### src/rtl/bch_pkg.sv
// BCH field constants and GF(2^m) helpers
// shared by the parallel syndrome block.
package bch_pkg;

  localparam int MM = 10;

  typedef enum logic [1:0] {
    C63   = 2'b00,
    C255  = 2'b01,
    C1023 = 2'b10,
    CINV  = 2'b11
  } code_e;

  typedef enum logic [1:0] {
    IDLE,
    LOAD,
    ODD,
    EVEN
  } state_e;

  function automatic int code_m(input code_e c);
    case (c)
      C63:     return 6;
      C255:    return 8;
      default: return 10;
    endcase
  endfunction

  function automatic int code_n(input code_e c);
    return (1 << code_m(c)) - 1;
  endfunction

  function automatic logic [MM:0] code_poly(input code_e c);
    case (c)
      C63:     return 11'h043;
      C255:    return 11'h11D;
      default: return 11'h409;
    endcase
  endfunction

  function automatic logic [MM-1:0] gf_mulx(
    input logic [MM-1:0] a,
    input code_e         c
  );
    logic [MM:0] r;
    logic        top;
    case (c)
      C63:     top = a[5];
      C255:    top = a[7];
      default: top = a[MM-1];
    endcase
    r = {a, 1'b0};
    if (top) r = r ^ code_poly(c);
    return r[MM-1:0];
  endfunction

  function automatic logic [MM-1:0] gf_mul(
    input logic [MM-1:0] a,
    input logic [MM-1:0] b,
    input code_e         c
  );
    logic [MM-1:0] r;
    logic [MM-1:0] x;
    r = '0;
    x = a;
    for (int i = 0; i < MM; i++) begin
      if (b[i]) r = r ^ x;
      x = gf_mulx(x, c);
    end
    return r;
  endfunction

  function automatic logic [MM-1:0] gf_pow(
    input int    e,
    input code_e c
  );
    logic [MM-1:0] r;
    logic [MM-1:0] b;
    int            x;
    r = MM'(1);
    b = MM'(2);
    x = e % code_n(c);
    for (int i = 0; i < 11; i++) begin
      if (((x >> i) & 1) != 0) r = gf_mul(r, b, c);
      b = gf_mul(b, b, c);
    end
    return r;
  endfunction

  function automatic logic [MM-1:0] step_pow(
    input int    j,
    input int    p,
    input code_e c
  );
    return gf_pow(j * p, c);
  endfunction

  function automatic logic [MM-1:0] lane_pow(
    input int    j,
    input int    k,
    input int    p,
    input code_e c
  );
    return gf_pow(j * (p - 1 - k), c);
  endfunction

  function automatic int code_beats(
    input code_e c,
    input int    p
  );
    return (code_n(c) + p - 1) / p;
  endfunction

  function automatic int code_pad(
    input code_e c,
    input int    p
  );
    return code_beats(c, p) * p - code_n(c);
  endfunction

endpackage

### src/rtl/bch_gf_square.sv
// Field-selectable GF(2^m) squarer used to
// derive even syndromes from odd ones.
module bch_gf_square
  import bch_pkg::*;
(
  input  code_e         code,
  input  logic [MM-1:0] a,
  output logic [MM-1:0] y
);

  // square in the field picked by code
  always_comb begin
    y = gf_mul(a, a, code);
  end

endmodule

### src/rtl/syndrome_par.sv
// P-symbol-per-beat BCH syndrome calculator:
// odd syndromes by Horner, even by squaring.
module syndrome_par
  import bch_pkg::*;
#(
  parameter int P = 8,
  parameter int W = 8,
  parameter int T = 4,
  parameter int M = 10
) (
  input  logic             i_clk,
  input  logic             i_rst,
  input  logic [1:0]       i_code,
  input  logic             i_valid,
  input  logic             i_first,
  input  logic [P*W-1:0]   i_data,
  output logic             o_ready,
  output logic [2*T*M-1:0] o_synd,
  output logic             o_odd_valid,
  output logic             o_all_valid,
  output logic             o_zero,
  output logic             o_code_err
);

  localparam int CW = 11;

  localparam logic [CW-1:0] B63 =
    CW'(code_beats(C63, P));
  localparam logic [CW-1:0] B255 =
    CW'(code_beats(C255, P));
  localparam logic [CW-1:0] B1023 =
    CW'(code_beats(C1023, P));

  function automatic logic [CW-1:0] beats_of(
    input code_e c
  );
    case (c)
      C63:     return B63;
      C255:    return B255;
      default: return B1023;
    endcase
  endfunction

  state_e                 state;
  state_e                 state_n;
  code_e                  code_q;
  code_e                  code_in;
  code_e                  ucode;
  logic [CW-1:0]          cnt;
  logic [T-1:0][MM-1:0]   odd_q;
  logic [T-1:0][MM-1:0]   even_q;
  logic [T-1:0][MM-1:0]   nxt;
  logic [T-1:0][MM-1:0]   ev;
  logic                   zero_q;
  logic                   err_q;
  logic                   acc;
  logic                   start;
  logic                   bad;
  logic                   step;
  logic [P-1:0]           hb;
  logic [2:0][P-1:0]      hmask;
  logic                   unused;

  assign code_in = code_e'(i_code);
  assign acc     = i_valid && o_ready;
  assign start   = acc && i_first && (code_in != CINV);
  assign bad     = acc && i_first && (code_in == CINV);
  assign step    = acc && !i_first && (state == LOAD);
  assign ucode   = i_first ? code_in : code_q;
  assign unused  = ^i_data;

  // hard decision is the MSB of each lane
  always_comb begin
    hb = '0;
    for (int k = 0; k < P; k++) begin
      hb[k] = i_data[(P-k)*W-1];
    end
  end

  // leading pad lanes of a first beat are zeroed
  for (genvar c = 0; c < 3; c++) begin : g_mask
    localparam int PADC = code_pad(code_e'(c), P);
    for (genvar k = 0; k < P; k++) begin : g_lane
      if (k < PADC) begin : g_pad
        assign hmask[c][k] = hb[k] & ~i_first;
      end else begin : g_dat
        assign hmask[c][k] = hb[k];
      end
    end
  end

  for (genvar i = 0; i < T; i++) begin : g_odd
    localparam int J = 2 * i + 1;

    for (genvar c = 0; c < 3; c++) begin : g_c
      localparam code_e CC = code_e'(c);
      localparam logic [MM-1:0] STEP =
        step_pow(J, P, CC);

      logic [P-1:0][MM-1:0] term;
      logic [MM-1:0]        upd;

      for (genvar k = 0; k < P; k++) begin : g_t
        localparam logic [MM-1:0] LK =
          lane_pow(J, k, P, CC);
        assign term[k] = hmask[c][k] ? LK : '0;
      end

      // one Horner step for S_J in field CC
      always_comb begin
        upd = i_first ? '0 : gf_mul(odd_q[i], STEP, CC);
        for (int k = 0; k < P; k++) begin
          upd = upd ^ term[k];
        end
      end
    end

    assign nxt[i] =
      (ucode == C63)  ? g_c[0].upd :
      (ucode == C255) ? g_c[1].upd :
                        g_c[2].upd;
  end

  // S_2i = S_i^2, chained so S8 sees S4
  for (genvar i = 1; i <= T; i++) begin : g_sq
    logic [MM-1:0] a;
    logic [MM-1:0] y;
    if (i % 2 == 1) begin : g_src_odd
      assign a = odd_q[(i-1)/2];
    end else begin : g_src_even
      assign a = g_sq[i/2].y;
    end
    bch_gf_square u_sq (
      .code (code_q),
      .a    (a),
      .y    (y)
    );
    assign ev[i-1] = y;
  end

  // control state, beat count and code latch
  always_ff @(posedge i_clk or posedge i_rst) begin
    if (i_rst) begin
      state  <= IDLE;
      code_q <= C63;
      cnt    <= '0;
      err_q  <= 1'b0;
    end else begin
      state <= state_n;
      err_q <= bad;
      if (start) begin
        code_q <= code_in;
        cnt    <= CW'(1);
      end else if (step) begin
        cnt <= cnt + CW'(1);
      end
    end
  end

  // syndrome accumulators and zero flag
  always_ff @(posedge i_clk or posedge i_rst) begin
    if (i_rst) begin
      odd_q  <= '0;
      even_q <= '0;
      zero_q <= 1'b0;
    end else begin
      if (start || step) odd_q <= nxt;
      if (start) begin
        even_q <= '0;
      end else if (state == ODD) begin
        even_q <= ev;
        zero_q <= (odd_q == '0) && (ev == '0);
      end
    end
  end

  // next state
  always_comb begin
    state_n = state;
    case (state)
      IDLE: begin
        if (start) begin
          state_n = (beats_of(code_in) == CW'(1))
                    ? ODD : LOAD;
        end
      end
      LOAD: begin
        if (start) begin
          state_n = (beats_of(code_in) == CW'(1))
                    ? ODD : LOAD;
        end else if (bad) begin
          state_n = IDLE;
        end else if (step &&
                     (cnt + CW'(1) == beats_of(code_q))) begin
          state_n = ODD;
        end
      end
      ODD:     state_n = EVEN;
      default: state_n = IDLE;
    endcase
  end

  assign o_ready     = (state == IDLE) || (state == LOAD);
  assign o_odd_valid = (state == ODD);
  assign o_all_valid = (state == EVEN);
  assign o_zero      = (state == EVEN) && zero_q;
  assign o_code_err  = err_q;

  for (genvar i = 0; i < T; i++) begin : g_out
    assign o_synd[(2*i+1)*M-1 -: M] = M'(odd_q[i]);
    assign o_synd[(2*i+2)*M-1 -: M] = M'(even_q[i]);
  end

endmodule

### config.mk
export PLATFORM = sky130hd
export DESIGN_NAME = syndrome_par
export DESIGN_NICKNAME = d
export VERILOG_FILES = /design/src/rtl/bch_pkg.sv /design/src/rtl/bch_gf_square.sv /design/src/rtl/syndrome_par.sv
export SDC_FILE = /design/constraint.sdc
export NUM_CORES = 1
export LEC_CHECK = 0
export BUFFER_PORTS_ARGS = -buffer_cell sky130_fd_sc_hd__buf_2
export CELL_PAD_IN_SITES_DETAIL_PLACEMENT = 1
export CELL_PAD_IN_SITES_GLOBAL_PLACEMENT = 1
export CORE_MARGIN = 1
export CORE_UTILIZATION = 30
export DETAILED_ROUTE_END_ITERATION = 12
export PLACE_DENSITY = 0.65
export REMOVE_ABC_BUFFERS = 1
export SLEW_MARGIN = 20
export SYNTH_ARGS = -nofsm -noshare
export SYNTH_HDL_FRONTEND = slang
export SYNTH_SLANG_ARGS = --single-unit
### constraint.sdc
create_clock -name i_clk -period 43.6 [get_ports i_clk]
set_input_delay 4.36 -clock i_clk [delete_from_list [all_inputs] [get_ports i_clk]]
set_output_delay 4.36 -clock i_clk [all_outputs]
set_load 0.005 [all_outputs]
# Yosys cells after proc, flatten, opt, wreduce, memory -nomap -nowiden
# Index checks and enable logic that the tools add are counted.
[totals]
word_cells = 703
ramBits = 0
latchBits = 0
rom_bits = 0
mem_count = 0
reg_bits = 97
[op_classes]
div = 0
mul = 0
add_sub_neg = 1
bitwise_logic = 268
n_reduce_logical = 22
n_lt_le_gt_ge = 0
n_eq_ne = 13
mux = 386
shifts = 0
[op_table]
columns = ["cell", "count"]
rows = [
  ["$mux 10", 239],
  ["$xor 10x10->10", 188],
  ["$mux 9", 24],
  ["$xor 10x6->10", 17],
  ["$mux 8", 18],
  ["$xor 10x8->10", 12],
  ["$mux 6", 17],
  ["$mux 11", 8],
  ["$xor 9x9->9", 9],
  ["$logic_not 40->1", 2],
  ["$mux 40", 2],
  ["$pmux 1 s2", 36],
  ["$xor 10x5->10", 7],
  ["$xor 10x7->10", 7],
  ["$mux 7", 9],
  ["$xor 10x4->10", 6],
  ["$xor 10x9->10", 6],
  ["$xor 10x2->10", 4],
  ["$xor 10x3->10", 4],
  ["$mux 5", 7],
  ["$pmux 8 s2", 2],
  ["$mux 4", 6],
  ["$xor 8x8->8", 3],
  ["$eq 11x1->1 const B", 2],
  ["other kinds (21)", 55],
]

# Logic depth before layout (Yosys ltp)
[depth]
depth_word = 117
ltp_mapped = 82
depth_no_buf = 70

# By module
# A second synthesis with hierarchy kept.
[hier_totals]
hier_cells = 2693
area_unflattened_um2 = 19660.1
[modules_own_cells]
columns = ["mod", "n_inst", "cells_each", "area_per_inst_um2"]
rows = [
  ["syndrome_par", 1, 1039, 8657.1],
  ["bch_gf_square at g_sq[2].u_sq ...", 3, 409, 2705.1],
  ["bch_gf_square at g_sq[1].u_sq", 1, 427, 2887.8],
]

# Least setup slack after synthesis
# OpenSTA, ideal clock, no wires.
[synth_timing]
kind = "register -> register"
startpoint = "register code_q[0]"
endpoint = "register even_q, in the netlist o_synd[73]"
path_stages_with_launch = 81
slack_ns = 24.937
arrival_time_ns = 18.586
setup_ns = 0.076
synth_period_minus_slack_ns = 18.663
path_cell_list = "dfrtp_1 or2_1 clkbuf_1 inv_2 clkbuf_1 clkbuf_1 clkbuf_1 clkbuf_1 clkbuf_1 ha_1 nor4b_2 a21oi_1 a2bb2oi_1 and2_1 ha_1 o311ai_1 a21oi_1 o211ai_1 [45 not listed] o21ai_2 xnor2_1 o21ai_2 xor2_2 ha_1 clkbuf_1 o211ai_2 xnor2_1 ha_1 inv_1 nand3_1 a32oi_1 mux2_4 o21a_4 or3_1 a21oi_1 xnor3_1 o21ai_1"
[synth_between]
elab_chain_cells = 65
word_cells_on_any_way = 169
[synth_rtl]
columns = ["element", "line_no", "source"]
rows = [
  ["start: declaration", "syndrome_par.sv:46", "code_e code_q;"],
  ["start signal: assignment", "syndrome_par.sv:152", "code_q <= code_in;"],
  ["$eq 2x1->1 / $logic_not 2->1 (equally long branches)", "n/a", ""],
  ["$pmux 9 s2", "bch_pkg.sv:34", "case (c)"],
  ["$mux 10", "bch_pkg.sv:53", "if (top) r = r ^ code_poly(c);"],
  ["$xor 10x10->10", "bch_pkg.sv:53", ""],
  ["$mux 10", "bch_pkg.sv:53", ""],
  ["$xor 10x10->10 (on tied branches)", "bch_pkg.sv:53, bch_pkg.sv:67", ""],
  ["$mux 10 (on tied branches)", "bch_pkg.sv:53, bch_pkg.sv:67", ""],
  ["$pmux 1 s2 (tied with other cells)", "bch_pkg.sv:47", "case (c)"],
  ["[49 not listed]", "n/a", ""],
  ["$pmux 1 s2 (tied with other cells)", "bch_pkg.sv:47", ""],
  ["$mux 10 (on tied branches)", "bch_pkg.sv:53, bch_pkg.sv:67", ""],
  ["$pmux 1 s2 (tied with other cells)", "bch_pkg.sv:47", ""],
  ["$mux 10 (on tied branches)", "bch_pkg.sv:53, bch_pkg.sv:67", ""],
  ["$xor 10x10->10", "bch_pkg.sv:67", "if (b[i]) r = r ^ x;"],
  ["$mux 10 (*)", "bch_pkg.sv:67", ""],
  ["$mux 40 (*)", "syndrome_par.sv:170", "end else if (state == ODD) begin"],
  ["$mux 40 (*)", "syndrome_par.sv:168", "if (start) begin"],
  ["end signal: assignment", "syndrome_par.sv:171", "even_q <= ev;"],
  ["end: declaration", "syndrome_par.sv:51", "logic [T-1:0][MM-1:0] even_q;"],
]
# Every way passes the cells marked *; elsewhere a longest branch is shown, timed or not. The select of a mux whose other input is x is not followed.
# A chain may end at the register's enable or synchronous reset.

# Final worst setup path
[layout_timing]
startpoint = "register code_q[1]"
endpoint = "register even_q, in the netlist o_synd[73]"
# The elaborated chain is that of the path after synthesis.

==> impl_metrics.yaml <==
run_status:
  outcome: "finished, final reports clean"
global_routing:
  globalRoute.totalOverflow: 0
  grt_max_degree: 80
  wire_length_of_the_first_global_routing_pass_um: 121900
  first_global_vias: 20580
  grt_use_total: 0.2305
  antenna_found_initial: 0
routing:
  drt_pass1_iterations: 5
  route.final.wire_length_um: 77160
  detailedRoute.firstIterationViolations: 1183
  num_vias: 19650
  post-route-drc-count: 0
  antenna_violating_nets_post_route: 0
  avgRoutedWirePerCell_um: 21.99
  avgViaCountPerCell: 5.602
yosys:
  yosys-top-cells-area: "sky130_fd_sc_hd__xnor2_1 21%, sky130_fd_sc_hd__dfrtp_1 12%, sky130_fd_sc_hd__nand2_1 7.6%, sky130_fd_sc_hd__xor2_1 6.3%, sky130_fd_sc_hd__nor2_1 4.7%"
  synth.yosys.seq_area_share: 0.1228
  synthDistinctLibCells: 118
  synthesis.area_sq_um: 19770
  yosysTopAreaCell: "sky130_fd_sc_hd__xnor2_1"
  postSynth.topFlopCell: "sky130_fd_sc_hd__dfrtp_1"
  synth-warning-count: 0
  ys_seq_elements: 97
  synth_cells: 2672
  post_synth.cell_area_avg_sq_um: 7.400
  synth_edf_count: 0
  synth_largest_type_area_fraction: 0.2055
  postSynth.asyncResetShare: 1.000
clock_tree:
  cts-htree-levels: 3
  post_cts_buffers: 0
  clock_insertion_delay_worst_skew_ns: 0.42
  cts.root.buffer_cell: "sky130_fd_sc_hd__clkbuf_16"
  numCtsBuffers: 9
  cts_num_sinks: 97
  cts.path.max_buffers: 2
  tritoncts_clock_tree: "built"
  cts_repair_resize_count: 0
  clock_transition_at_the_register_clock_pins_on_the_worst_setup_and_hold_paths_after_cts_ns: 0.08
  cts-hold-fix-buffers: 0
worst_setup_path:
  crit_top_cell: "sky130_fd_sc_hd__ha_1"
  crit_type: "reg -> reg"
  r2r_setup_slack_ns: 22.85
  cpLargestDelayFamily: "compound AO/OA/AOI/OAI gates"
  critical_path.max_fanout: 54
  critPathArrivalTime_ns: 21.08
  crit_slowest_cell: "sky130_fd_sc_hd__ha_1"
  worst_r2r_startpoint: "code_q[1]"
  worstReg2RegEnd: "o_synd[73]"
  startpoint_type: "flop"
  critical_path_required_ns: 43.93
  worst-r2r-cell-count: 69
  cp_num_buf_inv: 7
  timing.critical_path.slowest_cell_delay_ns: 0.63
  end_kind: "flop"
sta:
  fin_hold_ws_ns: 0.4786
  clock.fmax_mhz: 48.20
  max-slew-margin-rel: 0.2558
  finalWorstSetupSlack_ns: 22.85
  worst_clock_skew_ns: 0.01643
  timing.final.max_slew_violations: 0
  rsz0062_at_grt: "false"
  setup_viol: 0
  tightestPinTransition_ns: 1.114
  timing.setup.tns_ns: 0
  finalCriticalPeriod_ns: 20.75
  hold_viol_final: 0
  layout_worst_path_cycle_share: 0.4758
final_layout:
  finish.net_count: 2776
  drive_gt1_frac: 0.1029
  flow.area_growth_from_synthesis_pct: 7.758
  antenna_cells: 0
floorplan:
  initial_core_util: 0.3051
  die_w_um: 258.7
  die_area_sq_um: 66940
  placement_rows: 93
  die_y_um: 258.7
  placeableCoreArea_sq_um: 64810
  pin_count: 155
placed_design:
  port-buffer-count: 98
  place_ws_ns: 23.22
  place_congestion: 0.8830
  detailedPlacementHpwl_um: 55220
min_path:
  hp-class: "reg -> reg"
  worstHoldPathCells: 2
  holdCritStartpoint: "zero_q"
  hold_path_end: "zero_q"
run:
  maxCapViolCount: 0
-- sequential cells by signal (all words and copies together) (netlist names) --
| signal | cells |
|---|---|
| zero_q | 1 |
| o_code_err | 1 |
| g_sq.a | 20 |
| o_synd | 60 |
| state | 2 |
| code_q | 2 |
| cnt | 11 |
-- worst min-delay path, delay by kind of cell (launching register included) --
kind	cells	cell delay (ns)
DFF	1	0.35
and+or+nand+nor	2	0.10
-- area by class of cell --
type                            count  area, sq um
Clock buffer                       10        239.0
Clock inverter                      6        48.80
Fill cell                        7990        43510
Inverter                           69        261.5
Multi-Input combinational cell   2313        16280
Sequential cell                    97         2435
Tap cell                          855         1070
Timing Repair Buffer              158        973.4
-- cell families after synthesis --
group,share of synthesized area
muxes,0.03714
DFF,0.1228
xor gates and xnor gates,0.3254
AOI/OAI and AO/OA,0.2158
buffers and inverters,0.05493
adders and majority gates,0.03670
and+or+nand+nor,0.2072
-- worst max path at each step --
stage	startpoint	to	cells past startpoint
6_report	code_q[1]	o_synd[73]	69
5_1_grt	code_q[1]	o_synd[73]	69
4_1_cts	code_q[1]	o_synd[73]	69
3_5_place_dp	code_q[1]	o_synd[73]	69
3_3_place_gp	code_q[1]	o_synd[73]	69
2_1_floorplan	code_q[1]	o_synd[73]	59
-- placed cells by master (no fill, tap or decap), types with 19 or more instances in the layout --
master	synthesis	final
sky130_fd_sc_hd__buf_2	13	98
sky130_fd_sc_hd__a22o_1	29	29
sky130_fd_sc_hd__nand3_1	51	51
sky130_fd_sc_hd__xnor2_1	464	464
sky130_fd_sc_hd__nor2_1	249	247
sky130_fd_sc_hd__o22ai_1	23	23
sky130_fd_sc_hd__dfrtp_1	97	95
sky130_fd_sc_hd__o21ai_1	19	19
sky130_fd_sc_hd__mux2i_1	48	48
sky130_fd_sc_hd__buf_4	5	58
sky130_fd_sc_hd__ha_1	58	58
sky130_fd_sc_hd__o211ai_1	20	20
sky130_fd_sc_hd__xor2_1	142	142
sky130_fd_sc_hd__nand2_1	402	402
sky130_fd_sc_hd__a211oi_1	19	19
sky130_fd_sc_hd__nor3_1	47	47
sky130_fd_sc_hd__a21oi_1	111	111
sky130_fd_sc_hd__inv_1	63	62
sky130_fd_sc_hd__a31oi_1	33	33
sky130_fd_sc_hd__nor2b_1	22	21
sky130_fd_sc_hd__o21ai_0	155	155
sky130_fd_sc_hd__nand2b_1	26	25
sky130_fd_sc_hd__xnor3_1	30	30
-- layer usage --
metal	wire, um	track usage	vias up
met5	0	0	-
met4	2045	0.07857	0
met3	3226	0.02533	105
met2	36550	0.3875	481
met1	35340	0.3048	9904
li1	-	-	9162
-- cells in the mapped netlist, drive strengths merged (10+ instances only) --
cell type	number
o211ai	21
o22ai	23
xnor2	470
mux2i	52
a21o	10
nor2b	22
and2	16
inv	67
buf	60
nor2	249
nor4	14
o311ai	12
xnor3	34
nand2	402
xor2	144
ha	58
nand3	51
or3	18
a211oi	24
a21boi	11
a31oi	37
clkbuf	133
and3	18
o21ai	178
nor3	50
mux2	16
o221ai	14
a21oi	116
nand2b	26
or2	13
a22o	29
o31ai	16
dfrtp	97
o21a	14
a22oi	11
a32oi	12
-- per-stage QoR --
step	instance area, sq um	cells	util
floorplan	18950	2479	-
global placement	20970	3490	0.3236
detailed placement	20970	3490	0.3236
CTS	21260	3506	0.3280
global route	21310	3508	0.3287
finish	21310	3508	0.3287
Power is left out: the tool's default activity adds up to more than one toggle a clock period on the data nets, which glitch-free logic cannot reach.
